**src/rtl/uart_pkg.sv**
```systemverilog
// rtl/uart_pkg.sv - shared UART constants and the receive FSM state encoding
//
// Purpose: one home for values that the UART receive path and the register
// file must agree on.
// Contents: default bit period, LSR bit positions, rx FSM state type.
package uart_pkg;

    // 50 MHz system clock / 115200 baud
    localparam int UART_CLKS_PER_BIT_DEFAULT = 434;

    // Line status register bit positions
    localparam int LSR_DR   = 0;
    localparam int LSR_OE   = 1;
    localparam int LSR_FE   = 3;
    localparam int LSR_THRE = 5;

    typedef enum logic [2:0] {
        RX_IDLE      = 3'd0,
        RX_START     = 3'd1,
        RX_DATA      = 3'd2,
        RX_STOP      = 3'd3,
        RX_WAIT_HIGH = 3'd4
    } rx_state_e;

endpackage

```
**src/rtl/uart_rx_fifo.sv**
```systemverilog
// rtl/uart_rx_fifo.sv - show-ahead byte FIFO holding received UART characters
//
// Purpose: buffers complete receive bytes until the register file reads RHR.
// Ports:
//   i_clk, i_rst_n       clock, asynchronous active-low reset
//   i_push, i_push_data  write one byte (accepted if not full, or if popping)
//   i_pop                drop the head entry (ignored when empty)
//   o_head               head byte, 8'h00 when empty
//   o_full, o_empty      occupancy flags
//   o_count              current occupancy, 0..DEPTH
module uart_rx_fifo #(
    parameter  int DEPTH = 8,
    localparam int AW    = $clog2(DEPTH),
    localparam int CW    = AW + 1
) (
    input  logic          i_clk,
    input  logic          i_rst_n,
    input  logic          i_push,
    input  logic [7:0]    i_push_data,
    input  logic          i_pop,
    output logic [7:0]    o_head,
    output logic          o_full,
    output logic          o_empty,
    output logic [CW-1:0] o_count
);

    logic [7:0]    mem_q [DEPTH];
    logic [AW-1:0] wr_ptr_q, rd_ptr_q;
    logic [CW-1:0] count_q, count_d;
    logic          do_push, do_pop;

    localparam logic [AW-1:0] PTR_ONE = AW'(1);
    localparam logic [CW-1:0] CNT_ONE = CW'(1);

    assign o_full  = (count_q == CW'(DEPTH));
    assign o_empty = (count_q == '0);

    // A full FIFO can still accept a push when the head leaves in the same cycle.
    assign do_pop  = i_pop && !o_empty;
    assign do_push = i_push && (!o_full || do_pop);

    always_comb begin
        count_d = count_q;
        case ({do_push, do_pop})
            2'b10:   count_d = count_q + CNT_ONE;
            2'b01:   count_d = count_q - CNT_ONE;
            default: count_d = count_q;
        endcase
    end

    // Pointers wrap naturally because DEPTH is a power of two.
    always_ff @(posedge i_clk or negedge i_rst_n) begin
        if (!i_rst_n) begin
            wr_ptr_q <= '0;
            rd_ptr_q <= '0;
            count_q  <= '0;
        end else begin
            if (do_push) wr_ptr_q <= wr_ptr_q + PTR_ONE;
            if (do_pop)  rd_ptr_q <= rd_ptr_q + PTR_ONE;
            count_q <= count_d;
        end
    end

    always_ff @(posedge i_clk) begin
        if (do_push) mem_q[wr_ptr_q] <= i_push_data;
    end

    assign o_head  = o_empty ? 8'h00 : mem_q[rd_ptr_q];
    assign o_count = count_q;

endmodule

```
**src/rtl/uart_rx.sv**
```systemverilog
// rtl/uart_rx.sv - 8N1 UART receiver with receive FIFO and LSR-style status
//
// Purpose: mid-bit sampling of the RX pin, LSB-first frame assembly, byte
// buffering and sticky error flags for the UART register file.
// Ports:
//   i_clk, i_rst_n   clock, asynchronous active-low reset
//   i_rx_serial      raw RX pin (asynchronous, idles high)
//   i_pop            RHR read: drop head byte
//   i_clear_err      clear sticky overrun / framing error
//   o_data           FIFO head byte (0 when empty)
//   o_data_ready     FIFO not empty
//   o_overrun        sticky: byte dropped on a full FIFO
//   o_frame_err      sticky: stop bit sampled low
//   o_rx_active      FSM not idle
//   o_rx_done        one-cycle pulse per frame with a valid stop bit
//   o_count          FIFO occupancy
module uart_rx
    import uart_pkg::*;
#(
    parameter int CLKS_PER_BIT = UART_CLKS_PER_BIT_DEFAULT,
    parameter int FIFO_DEPTH   = 8
) (
    input  logic                          i_clk,
    input  logic                          i_rst_n,
    input  logic                          i_rx_serial,
    input  logic                          i_pop,
    input  logic                          i_clear_err,
    output logic [7:0]                    o_data,
    output logic                          o_data_ready,
    output logic                          o_overrun,
    output logic                          o_frame_err,
    output logic                          o_rx_active,
    output logic                          o_rx_done,
    output logic [$clog2(FIFO_DEPTH):0]   o_count
);

    localparam int CNT_W = $clog2(CLKS_PER_BIT);
    localparam logic [CNT_W-1:0] CNT_LAST = CNT_W'(CLKS_PER_BIT - 1);
    localparam logic [CNT_W-1:0] CNT_HALF = CNT_W'((CLKS_PER_BIT - 1) / 2);
    localparam logic [CNT_W-1:0] CNT_ONE  = CNT_W'(1);

    rx_state_e        state_q;
    logic             sync1_q, rx_s_q;
    logic [CNT_W-1:0] clk_cnt_q;
    logic [2:0]       bit_idx_q;
    logic [7:0]       shift_q;
    logic             rx_done_q, overrun_q, frame_err_q;

    logic             stop_sample, push, fifo_full, fifo_empty;
    logic             overrun_set, frame_err_set;

    // Two-flop synchronizer; resets to the idle line level so reset release
    // never looks like a start bit.
    always_ff @(posedge i_clk or negedge i_rst_n) begin
        if (!i_rst_n) begin
            sync1_q <= 1'b1;
            rx_s_q  <= 1'b1;
        end else begin
            sync1_q <= i_rx_serial;
            rx_s_q  <= sync1_q;
        end
    end

    assign stop_sample   = (state_q == RX_STOP) && (clk_cnt_q == CNT_LAST);
    // Push straight from the stop-sample cycle so the byte appears on o_data
    // in the same cycle as the o_rx_done pulse.
    assign push          = stop_sample && rx_s_q;
    assign frame_err_set = stop_sample && !rx_s_q;
    assign overrun_set   = push && fifo_full && !i_pop;

    always_ff @(posedge i_clk or negedge i_rst_n) begin
        if (!i_rst_n) begin
            state_q   <= RX_IDLE;
            clk_cnt_q <= '0;
            bit_idx_q <= '0;
            shift_q   <= '0;
            rx_done_q <= 1'b0;
        end else begin
            rx_done_q <= 1'b0;
            case (state_q)
                RX_IDLE: begin
                    clk_cnt_q <= '0;
                    if (!rx_s_q) state_q <= RX_START;
                end
                RX_START: begin
                    if (clk_cnt_q == CNT_HALF) begin
                        clk_cnt_q <= '0;
                        bit_idx_q <= '0;
                        // A line that is high again at mid start bit was a glitch.
                        state_q   <= rx_s_q ? RX_IDLE : RX_DATA;
                    end else begin
                        clk_cnt_q <= clk_cnt_q + CNT_ONE;
                    end
                end
                RX_DATA: begin
                    if (clk_cnt_q == CNT_LAST) begin
                        clk_cnt_q          <= '0;
                        shift_q[bit_idx_q] <= rx_s_q;
                        if (bit_idx_q == 3'd7) state_q <= RX_STOP;
                        else                   bit_idx_q <= bit_idx_q + 3'd1;
                    end else begin
                        clk_cnt_q <= clk_cnt_q + CNT_ONE;
                    end
                end
                RX_STOP: begin
                    if (clk_cnt_q == CNT_LAST) begin
                        clk_cnt_q <= '0;
                        if (rx_s_q) begin
                            rx_done_q <= 1'b1;
                            state_q   <= RX_IDLE;
                        end else begin
                            state_q   <= RX_WAIT_HIGH;
                        end
                    end else begin
                        clk_cnt_q <= clk_cnt_q + CNT_ONE;
                    end
                end
                RX_WAIT_HIGH: begin
                    // Hold off through a break so it is not decoded as 0x00 frames.
                    if (rx_s_q) state_q <= RX_IDLE;
                end
                default: state_q <= RX_IDLE;
            endcase
        end
    end

    // Sticky flags: a set event beats a simultaneous clear.
    always_ff @(posedge i_clk or negedge i_rst_n) begin
        if (!i_rst_n) begin
            overrun_q   <= 1'b0;
            frame_err_q <= 1'b0;
        end else begin
            if (overrun_set)      overrun_q <= 1'b1;
            else if (i_clear_err) overrun_q <= 1'b0;
            if (frame_err_set)    frame_err_q <= 1'b1;
            else if (i_clear_err) frame_err_q <= 1'b0;
        end
    end

    uart_rx_fifo #(
        .DEPTH (FIFO_DEPTH)
    ) u_fifo (
        .i_clk       (i_clk),
        .i_rst_n     (i_rst_n),
        .i_push      (push),
        .i_push_data (shift_q),
        .i_pop       (i_pop),
        .o_head      (o_data),
        .o_full      (fifo_full),
        .o_empty     (fifo_empty),
        .o_count     (o_count)
    );

    assign o_data_ready = !fifo_empty;
    assign o_overrun    = overrun_q;
    assign o_frame_err  = frame_err_q;
    assign o_rx_active  = (state_q != RX_IDLE);
    assign o_rx_done    = rx_done_q;

endmodule

```
**config.mk**
```make
export PLATFORM = sky130hd
export DESIGN_NAME = uart_rx
export DESIGN_NICKNAME = d
export VERILOG_FILES = /design/src/rtl/uart_pkg.sv /design/src/rtl/uart_rx_fifo.sv /design/src/rtl/uart_rx.sv
export SDC_FILE = /design/constraint.sdc
export NUM_CORES = 1
export LEC_CHECK = 0
export ABC_AREA = 1
export BUFFER_PORTS_ARGS = -buffer_cell sky130_fd_sc_hd__buf_4
export CAP_MARGIN = 10
export CORE_UTILIZATION = 65
export CTS_BUF_LIST = sky130_fd_sc_hd__clkbuf_16
export CTS_CLUSTER_SIZE = 8
export DETAILED_ROUTE_END_ITERATION = 8
export PLACE_DENSITY = 0.81
export SYNTH_ARGS = -nofsm -noshare
export SYNTH_HDL_FRONTEND = slang
export SYNTH_SLANG_ARGS = --single-unit
export TNS_END_PERCENT = 20
```
**constraint.sdc**
```tcl
create_clock -name i_clk -period 5.4 [get_ports i_clk]
set_input_delay 0.54 -clock i_clk [delete_from_list [all_inputs] [get_ports i_clk]]
set_output_delay 0.54 -clock i_clk [all_outputs]
set_load 0.01 [all_outputs]
```
# ---- Yosys cells after proc, flatten, opt, wreduce, memory -nomap -nowiden
# Memories as Yosys holds them, arrays and structs flattened.
# Cells that the tools add are included.
dict set report word_totals {
  out_inout_bits 17
  wordCells 92
  in_bits 5
  latch_bits 0
  rom_bits 0
  regBits 38
  memories 1
  mem_bits_rw 64
}
# memory words width rd rd_clocked_by_memory_dff wr line
set memory_table {}
lappend memory_table {u_fifo.mem_q 8 8 1 0 1 uart_rx_fifo.sv:27} ;# logic [7:0] mem_q [DEPTH];
dict set report op_classes {
  n_div 0
  multipliers 0
  reduce_logical 25
  addsub 6
  n_mux 29
  n_shift 0
  magnitude_cmp 2
  n_bitwise 0
  n_eq_ne 17
}
# cell count
set op_table {}
lappend op_table {{2-to-1 mux 3 bit} 10}
lappend op_table {{case mux 9 bit (3 select lines)} 1}
lappend op_table {{2-to-1 mux 9 bit} 2}
lappend op_table {{case mux 3 bit (5 select lines)} 1}
lappend op_table {{inequality test 2 bit (second input constant)} 6}
lappend op_table {{adder 3 x 1 -> 3 bit (second input constant)} 3}
lappend op_table {{adder 9 x 1 -> 9 bit (second input constant)} 1}
lappend op_table {{== test 9 x 8 -> 1 bit (second input constant)} 1}
lappend op_table {{== test 9 bit (second input constant)} 1}
lappend op_table {{2-to-1 mux 1 bit} 9}
lappend op_table {{bitwise mux 8 bit} 1}
lappend op_table {{logical AND 1 bit} 8}
lappend op_table {{2-to-1 mux 8 bit} 1}
lappend op_table {{case mux 4 bit (2 select lines)} 1}
lappend op_table {{nonzero test 2 bit} 4}
lappend op_table {{== test 3 x 2 -> 1 bit (second input constant)} 2}
lappend op_table {{== test 3 bit (second input constant)} 2}
lappend op_table {{case mux 3 bit (2 select lines)} 1}
lappend op_table {{AND reduction 6 bit} 1}
lappend op_table {{nonzero test 3 bit} 2}
lappend op_table {{adder 4 x 1 -> 4 bit (second input constant)} 1}
lappend op_table {{== test 4 bit (second input constant)} 1}
lappend op_table {{logical NOT 1 bit} 4}
lappend op_table {{logical NOT 4 bit} 1}
lappend op_table {{other kinds (14)} 14}

# ---- Longest topological paths before layout
# Gate-level depths: netlist of the first run.
dict set report logic_depth {
  depth_word 7
  depth_mapped 14
  ltp_nobuf 14
}

# ---- Hierarchy
# A second synthesis of the first run with hierarchy kept.
dict set report hier_totals {
  hier_cells 480
  area_unflattened_um2 4770.8
}
# module area_each_um2 seq_area_each_um2 cells_per_inst n_inst
set by_module_without_submodules {}
lappend by_module_without_submodules {uart_rx_fifo 3175.5 2172.1 271 1}
lappend by_module_without_submodules {uart_rx 1595.3 703.2 209 1}

# ---- Worst setup path before layout of the first run
# Ideal clock, no wire load.
dict set report synth_timing {
  path_type {register to register}
  from {register clk_cnt_q[1]}
  to {register u_fifo.count_q[2] (netlist: u_fifo.o_count[2])}
  setup_time_ns 0.083
  setup_slack_ns 3.251
  period_less_slack_ns 2.149
  stages_incl_launch_ff 14
  arrival_time_ns 2.066
  required_time_ns 5.317
  n_path_buf 0
  path_cell_list {dfrtp_1 -> inv_1 -> ha_1 -> nand4_1 -> nor2_4 -> nand4_1 -> ha_1 -> nand2_1 -> inv_1 -> nor2_1 -> ha_1 -> a21oi_1 -> xor2_1 -> o21ai_0}
}
dict set report synth_via {
  elab_chain_cells 6
  elab_cells_between_ends 8
  classes_between {3 x eq/ne; 1 x mux; 4 x reduce/logical}
}
# item line
set synth_lines {}
lappend synth_lines {{from (decl)} uart_rx.sv:44} ;# logic [CNT_W-1:0] clk_cnt_q;
lappend synth_lines {{from (signal assigned)} uart_rx.sv:92} ;# clk_cnt_q <= clk_cnt_q + CNT_ONE;
lappend synth_lines {{from (signal assigned)} uart_rx.sv:102} ;# clk_cnt_q <= clk_cnt_q + CNT_ONE;
lappend synth_lines {{from (signal assigned)} uart_rx.sv:115} ;# clk_cnt_q <= clk_cnt_q + CNT_ONE;
lappend synth_lines {{== test 9 bit *} uart_rx.sv:64} ;# assign stop_sample = (state_q == RX_STOP) && (clk_cnt_q == CNT_LAST);
lappend synth_lines {{logical AND 1 bit *} uart_rx.sv:64}
lappend synth_lines {{logical AND 1 bit *} uart_rx.sv:67} ;# assign push = stop_sample && rx_s_q;
lappend synth_lines {{logical AND 1 bit *} uart_rx_fifo.sv:40} ;# assign do_push = i_push && (!o_full || do_pop);
lappend synth_lines {{== test 2 x 1 -> 1 bit / == test 2 bit (equally long branches)} uart_rx_fifo.sv:44} ;# case ({do_push, do_pop})
lappend synth_lines {{case mux 4 bit (2 select lines) / nonzero test 2 bit (equally long branches)} -}
lappend synth_lines {{to (signal assigned)} uart_rx_fifo.sv:60} ;# count_q <= count_d;
lappend synth_lines {{to (decl)} uart_rx_fifo.sv:29} ;# logic [CW-1:0] count_q, count_d;
# Mark *: on every way between the ends. The rest lies on a longest branch, timed or not.
# A chain may end at the register's enable or synchronous reset.

# ---- Worst setup path in the final report of the first run
dict set report layout_timing {
  from {register u_fifo.rd_ptr_q[0]}
  to {output port o_data[4]}
}
dict set report layout_via {
  elab_chain_cells 2
}
# item line
set layout_lines {}
lappend layout_lines {{from (decl)} uart_rx_fifo.sv:28} ;# logic [AW-1:0] wr_ptr_q, rd_ptr_q;
lappend layout_lines {{from (signal assigned)} uart_rx_fifo.sv:59} ;# if (do_pop) rd_ptr_q <= rd_ptr_q + PTR_ONE;
lappend layout_lines {{memory (8 x 8 bit)} -}
lappend layout_lines {{2-to-1 mux 8 bit} uart_rx_fifo.sv:68} ;# assign o_head = o_empty ? 8'h00 : mem_q[rd_ptr_q];
lappend layout_lines {{to (decl)} uart_rx.sv:28} ;# output logic [7:0] o_data,
# No other way between the ends.

==> out/results.tsv, run 1 <==
stage	metric	value	unit
sta	final worst slack	1.965	ns
worst_setup_path	Critical Path Start	u_fifo.rd_ptr_q[0]	
clock_network	TritonCTS Buffers	9	
worst_setup_path	CP Cell Sequence	inv_1, o21ai_0, o21ai_0, o21ai_0, nor2_1, buf_4	
sta	Slew HR	0.3142	
clock_network	root buffer cell	clkbuf_16	
worst_setup_path	Worst EP arrival	2.89	ns
die	Initial Utilization	0.6786	
global_route	vias in the first global route	3201	
route	routed wire length	9152	µm
global_route	first-pass GRT wire length	14790	µm
yosys	mux share of post-synthesis cell area	0	
route	first drt pass iteration count	5	
cells_and_area	most frequent cells in the layout	93 x nor2_1, 72 x nand2_1, 64 x edfxtp_1, 62 x o21ai_0, 41 x inv_1	
route	vias per inst	5.644	
die	row cnt	30	
worst_hold_path	hold crit path type	in -> async	
clock_network	PostCTS Resize Cnt	0	
cells_and_area	Finished Layout Cells	593	
die	Die Span X	86.45	µm
sta	Tightest Pin Transition	1.029	ns
placement	GP Congestion	0.9178	
cells_and_area	design area	5171	µm²
power_and_ir_drop	Leak Pwr	2.300	nW
die	core area	6832	µm²
worst_setup_path	Setup CP Type	reg -> out	
global_route	GR peak layer	met2	
worst_setup_path	WP buf/inv	2	
route	post-route ant nets	0	
clock_network	hold_buf cts	0	
sta	Final Hold Vio Count	0	
clock_network	clock sink count	102	
sta	TNS Setup	0	ns
global_route	pin count of the biggest net entering global routing	39	
placement	post-DP HPWL	5880	µm
power_and_ir_drop	Peak supply drop	166.9	µV
clock_network	clock buffer depth	2	
yosys	post-synthesis instance total	473	
sta	RSZ-0062 raised after global routing	no	
route	DRC viols	0	
yosys	Synth Cell Area	4636	µm²
clock_network	CTS tree	built	
global_route	global route overflow	0	
run_status	status	finished clean	
cells_and_area	utilization after layout	0.7570	
sta	clk_skew	0.005224	ns
global_route	met3 Use GR	0.03810	
worst_setup_path	Worst path depth	6	
cells_and_area	area delta synth->final	11.55	%
yosys	YS warnings	0	
cells_and_area	Nets	507	
worst_setup_path	Worst R2R Setup Slack	2.80	ns
yosys	largest family of logic cells by synthesized area	simple AND/OR/NAND/NOR gates	
sta	pins over their slew limit	0	
yosys	adder-cell share of the synthesized area	0.02699	
placement	placed cells	577	
yosys	Synth Net Count	488	
yosys	Mapped Avg Cell Area	9.801	µm²
die	Ports	22	
sta	setup violators final	0	
sta	fmax	291.1	MHz
cells_and_area	commonest non-fill, non-tap cell in the layout	nor2_1	
worst_setup_path	Worst R2R End	u_fifo.mem_q[6][0]	
clock_network	post-CTS setup buffers	0	
route	drt initial violations	190	
global_route	initial antenna violation count	0	
power_and_ir_drop	Tot Pwr	1.504	mW
placement	Area after DPL	4857	µm²
worst_setup_path	Worst Setup EP	o_data[4]	
global_route	global-route track usage on met2	0.4553	
placement	worst slack at placement	2.394	ns
worst_setup_path	Largest stage delay, worst path	1.02	ns
yosys	Synth Area in Compound Gates	0.08286	
worst_setup_path	RR Startpoint	state_q[2]	
power_and_ir_drop	power density cells	290.9	nW/µm²
job	MaxCap Viol Count	0	
cells_and_area	diode count	0	
worst_setup_path	Worst setup EP type	output port	
route	routed len/inst	15.43	µm
route	Via Count	3347	
worst_setup_path	Crit path top cell by count	o21ai_0	
cells_and_area	layout cells sized above 1	0.1066	
clock_network	H-tree depth	3	
worst_setup_path	Setup crit start kind	register	
die	die height	86.45	µm
clock_network	Worst-Skew Late Latency	0.33	ns
placement	IO Port Bufs	21	
yosys	post-synthesis simple-gate area fraction	0.2049	
yosys	post-synthesis sequential area ratio	0.6202	
clock_network	Worst-path clk slew	0.06	ns
worst_setup_path	Critical Path RT	4.86	ns
worst_setup_path	Reg2Reg Depth	7	
worst_setup_path	critical path's slowest cell	dfrtp_1	
worst_setup_path	crit-path leading delay family	flip-flops	
yosys	post-synthesis cell type count	28	
global_route	GR Util All Layers	0.2665	
global_route	met1 Resource Use GR	0.3329	
sta	Final Cycle Share	0.6361	
sta	WHS	0.1726	ns
yosys	Post-Synth XOR/XNOR Area	0.01700	
worst_setup_path	CP max FO	34	
sta	minimum clock period	3.435	ns
yosys	#FFs+latches synth	102	
die	die area	7474	µm²
layout make-up:
cell class	instances	area [µm²]
Clock buffer	9	225.2
Clock inverter	7	88.84
Fill cell	477	1660
Inverter	44	166.4
Multi-Input combinational cell	314	1538
Sequential cell	102	2875
Tap cell	96	120.1
Timing Repair Buffer	21	157.7
worst reg2reg max path: stages (launching register included):
cell and delay [ns]:
dfrtp_1 0.47, inv_2 0.22, nand2_1 0.13, nor2_2 0.22
nand3_2 0.15, nor2_4 0.15, nand2_2 0.11, nor2_1 0.79
cell usage after synthesis:
library cell | count | area (µm²)
nor2_1 | 93 | 349.1
nand2_1 | 72 | 270.3
edfxtp_1 | 64 | 1922
o21ai_0 | 62 | 310.3
inv_1 | 41 | 153.9
dfrtp_1 | 36 | 900.9
nand3_1 | 24 | 120.1
nand4_1 | 15 | 93.84
o21ai_1 | 11 | 55.05
ha_1 | 10 | 125.1
clkbuf_1 | 7 | 26.28
nand2_2 | 6 | 37.54
xor2_1 | 6 | 52.55
buf_2 | 3 | 15.01
nor2_4 | 3 | 33.78
xnor2_1 | 3 | 26.28
buf_1 | 2 | 7.510
dfstp_2 | 2 | 52.55
inv_2 | 2 | 7.510
nand3_2 | 2 | 20.02
nor2_2 | 2 | 12.51
a21oi_1 | 1 | 5.000
buf_4 | 1 | 7.510
clkinv_2 | 1 | 5.000
nand3b_1 | 1 | 7.510
nor3_1 | 1 | 5.000
o21bai_1 | 1 | 7.510
o22ai_1 | 1 | 6.260
cell families (layout without fill, tap and decap cells):
logic type | after synthesis | after routing
AND/OR/NAND/NOR | 219 | 219
adder cells (fa/ha/maj) | 10 | 10
AO/OA/AOI/OAI | 76 | 76
buffers and inverters | 57 | 81
XOR/XNOR | 9 | 9
flip-flops | 102 | 102
state kept, by name, summed over array words and instances (netlist names), 3 cells and up:
signal,cells
bit_idx_q,3
u_fifo.rd_ptr_q,3
u_fifo.mem_q,64
clk_cnt_q,9
shift_q,8
state_q,3
u_fifo.o_count,4
u_fifo.wr_ptr_q,3
routing by layer:
layer,part of all wire,vias to the layer above
met1,0.43,1575
met5,0,-
met3,0.054,23
met2,0.49,125
met4,0.027,0
li1,-,1624
how the worst min path moves through the flow:
stage | start | to | slack [ns]
2_1_floorplan | i_rst_n | bit_idx_q[0] | 0.24
3_3_place_gp | sync1_q | rx_s_q | 0.35
3_5_place_dp | sync1_q | rx_s_q | 0.35
4_1_cts | i_rst_n | clk_cnt_q[1] | 0.19
5_1_grt | i_rst_n | clk_cnt_q[2] | 0.21
6_report | i_rst_n | clk_cnt_q[1] | 0.17
where the power goes:
group / switching (mW) / internal, mW
Sequential: 0.00108 / 0.824
Clock: 0.267 / 0.403
Combinational: 0.00740 / 0.00209
No activity file was read; power rests on OpenSTA's default activity.
==> run 2: changes to the inputs <==
Settings changed: CORE_UTILIZATION 65 to 61, PLACE_DENSITY 0.81 to 0.76.
Clock period 5.4 ns to 3.5 ns, I/O delays scaled along.
==> run 2 against run 1 <==
  * Clock-buffer cell count is the same
  * Worst hold slack lost 0.051 ns
  * Utilization shrank 4.8 points
  * Routed wire length shrank 5.8%
  * Clock skew grew 0.0027 ns
  * Die area grew 6.4%
  * Global-route usage shrank 2.3 points
  * First-iteration DRC count grew 19%
==> out/results.tsv, run 2 (synthesis results as in run 1) <==
stage	metric	value	unit
worst_setup_path	Worst R2R Setup Slack	0.97	ns
worst_setup_path	Worst EP arrival	2.78	ns
clock_network	Worst-Skew Late Latency	0.34	ns
worst_hold_path	Hold EP	sync1_q	
sta	setup violators final	0	
clock_network	PostCTS Resize Cnt	0	
die	die area	7952	µm²
route	routed wire length	8623	µm
die	die height	89.18	µm
cells_and_area	area delta synth->final	11.50	%
worst_hold_path	Hold Crit Depth	1	
placement	post-DP HPWL	5901	µm
sta	Slew HR	0.3319	
worst_hold_path	hold_sp	i_rx_serial	
worst_setup_path	Setup crit start kind	register	
sta	clk_skew	0.007938	ns
job	MaxCap Viol Count	0	
global_route	global route overflow	0	
power_and_ir_drop	Tot Pwr	2.215	mW
worst_setup_path	Worst setup EP type	register	
worst_setup_path	Reg2Reg Depth	12	
sta	Final Hold Vio Count	0	
clock_network	TritonCTS Buffers	9	
power_and_ir_drop	Peak supply drop	217.2	µV
cells_and_area	commonest non-fill, non-tap cell in the layout	nor2_1	
clock_network	root buffer cell	clkbuf_16	
cells_and_area	Reg with most FFs	u_fifo.mem_q	
placement	IO Port Bufs	21	
worst_setup_path	RR Startpoint	state_q[2]	
sta	Tightest Pin Transition	1.002	ns
clock_network	CTS tree	built	
route	drt initial violations	227	
sta	TNS Setup	0	ns
route	DRC viols	0	
sta	RSZ-0062 raised after global routing	no	
cells_and_area	layout cells sized above 1	0.1120	
cells_and_area	fillers	559	
power_and_ir_drop	power density cells	428.5	nW/µm²
worst_hold_path	hold crit path type	in -> reg	
die	Initial Utilization	0.6357	
global_route	GR Util All Layers	0.2431	
route	Via Count	3227	
worst_setup_path	Setup CP Type	reg -> reg	
global_route	pin count of the biggest net entering global routing	39	
cells_and_area	Top Registers	u_fifo.mem_q (64), clk_cnt_q (9), shift_q (8)	
worst_setup_path	Critical Path RT	3.75	ns
clock_network	H-tree depth	3	
clock_network	Worst-path clk slew	0.07	ns
sta	minimum clock period	2.527	ns
sta	pins over their slew limit	0	
worst_setup_path	CP max FO	13	
worst_setup_path	Worst R2R End	u_fifo.o_count[2]	
global_route	initial antenna violation count	0	
cells_and_area	most frequent cells in the layout	93 x nor2_1, 72 x nand2_1, 64 x edfxtp_1, 62 x o21ai_0, 41 x inv_1	
route	post-route ant nets	0	
sta	Final Cycle Share	0.7219	
global_route	first-pass GRT wire length	14390	µm
route	routed len/inst	14.40	µm
cells_and_area	Multi-input gate area	1538	µm²
sta	WHS	0.1215	ns
cells_and_area	FF+latch area	2875	µm²
cells_and_area	Nets	510	
die	core area	7292	µm²
route	vias per inst	5.387	
power_and_ir_drop	Leak Pwr	2.299	nW
die	row cnt	31	
global_route	vias in the first global route	3128	
clock_network	clock sink count	102	
clock_network	clock buffer depth	2	
cells_and_area	Largest register FFs	64	
placement	GP Congestion	0.9520	
run_status	status	finished clean	
route	first drt pass iteration count	6	
die	Die Span X	89.18	µm
cells_and_area	utilization after layout	0.7088	
cells_and_area	diode count	0	
sta	fmax	395.8	MHz
die	Ports	22	
==> run 2: cell types whose count changed in the layout (fill, tap and decap cells not counted), sizes merged <==
cell         delta
inv             +3
clkinv          -1
bufinv          -2
dlygate4sd3     +1
buf             +2
==> run 2: worst max-delay path: stages, from the launching register on <==
cell and delay [ns]:
dfrtp_1 0.44, inv_2 0.19, nand2_1 0.13, nor2_2 0.21
nand4_1 0.28, ha_1 0.33, nand2_1 0.10, inv_1 0.05
nor2_1 0.15, ha_1 0.18, a21oi_1 0.05, xor2_1 0.17
o21ai_0 0.17
==> run 2: power by group <==
| part | switching (mW) | internal, mW | leakage (nW) |
|---|---|---|---|
| clock network | 0.436 | 0.492 | 0.136 |
| logic | 0.0114 | 0.00394 | 0.920 |
| registers | 0.00148 | 1.27 | 1.24 |
==> run 2: area by class of cell <==
class	count	area share
flip-flops and latches	102	0.5563
multi-input cells	314	0.2975
clock buffers	9	0.04357
repair buffers	24	0.03534
inverters	44	0.03220
well taps	99	0.02397
clock inverters	7	0.01114
==> run 2: metal layers <==
layer / track usage / part of all wire
met1: 0.3132 / 0.45
met2: 0.4198 / 0.50
met3: 0.04709 / 0.042
met4: 0.07504 / 0.0075
met5: 0 / 0
==> run 2: what timing repair did <==
item / 4_1_cts / 5_1_grt
hold buffers: 1 / 0
setup buffers: 0 / 0
endpoints found under the hold margin: 36 / 0
==> run 2: worst max-delay path by stage <==
stage | start | end | slack [ns]
6_report | state_q[2] | u_fifo.o_count[2] | 0.97
5_1_grt | state_q[2] | u_fifo.o_count[2] | 0.72
4_1_cts | state_q[2] | u_fifo.o_count[2] | 0.96
3_5_place_dp | state_q[2] | u_fifo.o_count[2] | 1.0
3_3_place_gp | state_q[2] | u_fifo.o_count[2] | 1.19
2_1_floorplan | clk_cnt_q[1] | u_fifo.o_count[2] | 1.35
==> run 2: per-stage QoR <==
step	setup WS, ns	instances	area, µm²
final	0.9733	599	5169
after global routing	0.7183	599	5169
after CTS	0.9588	599	5169
after detailed placement	0.9993	582	4876
after global placement	1.189	582	4876
after floorplan	1.351	473	4636
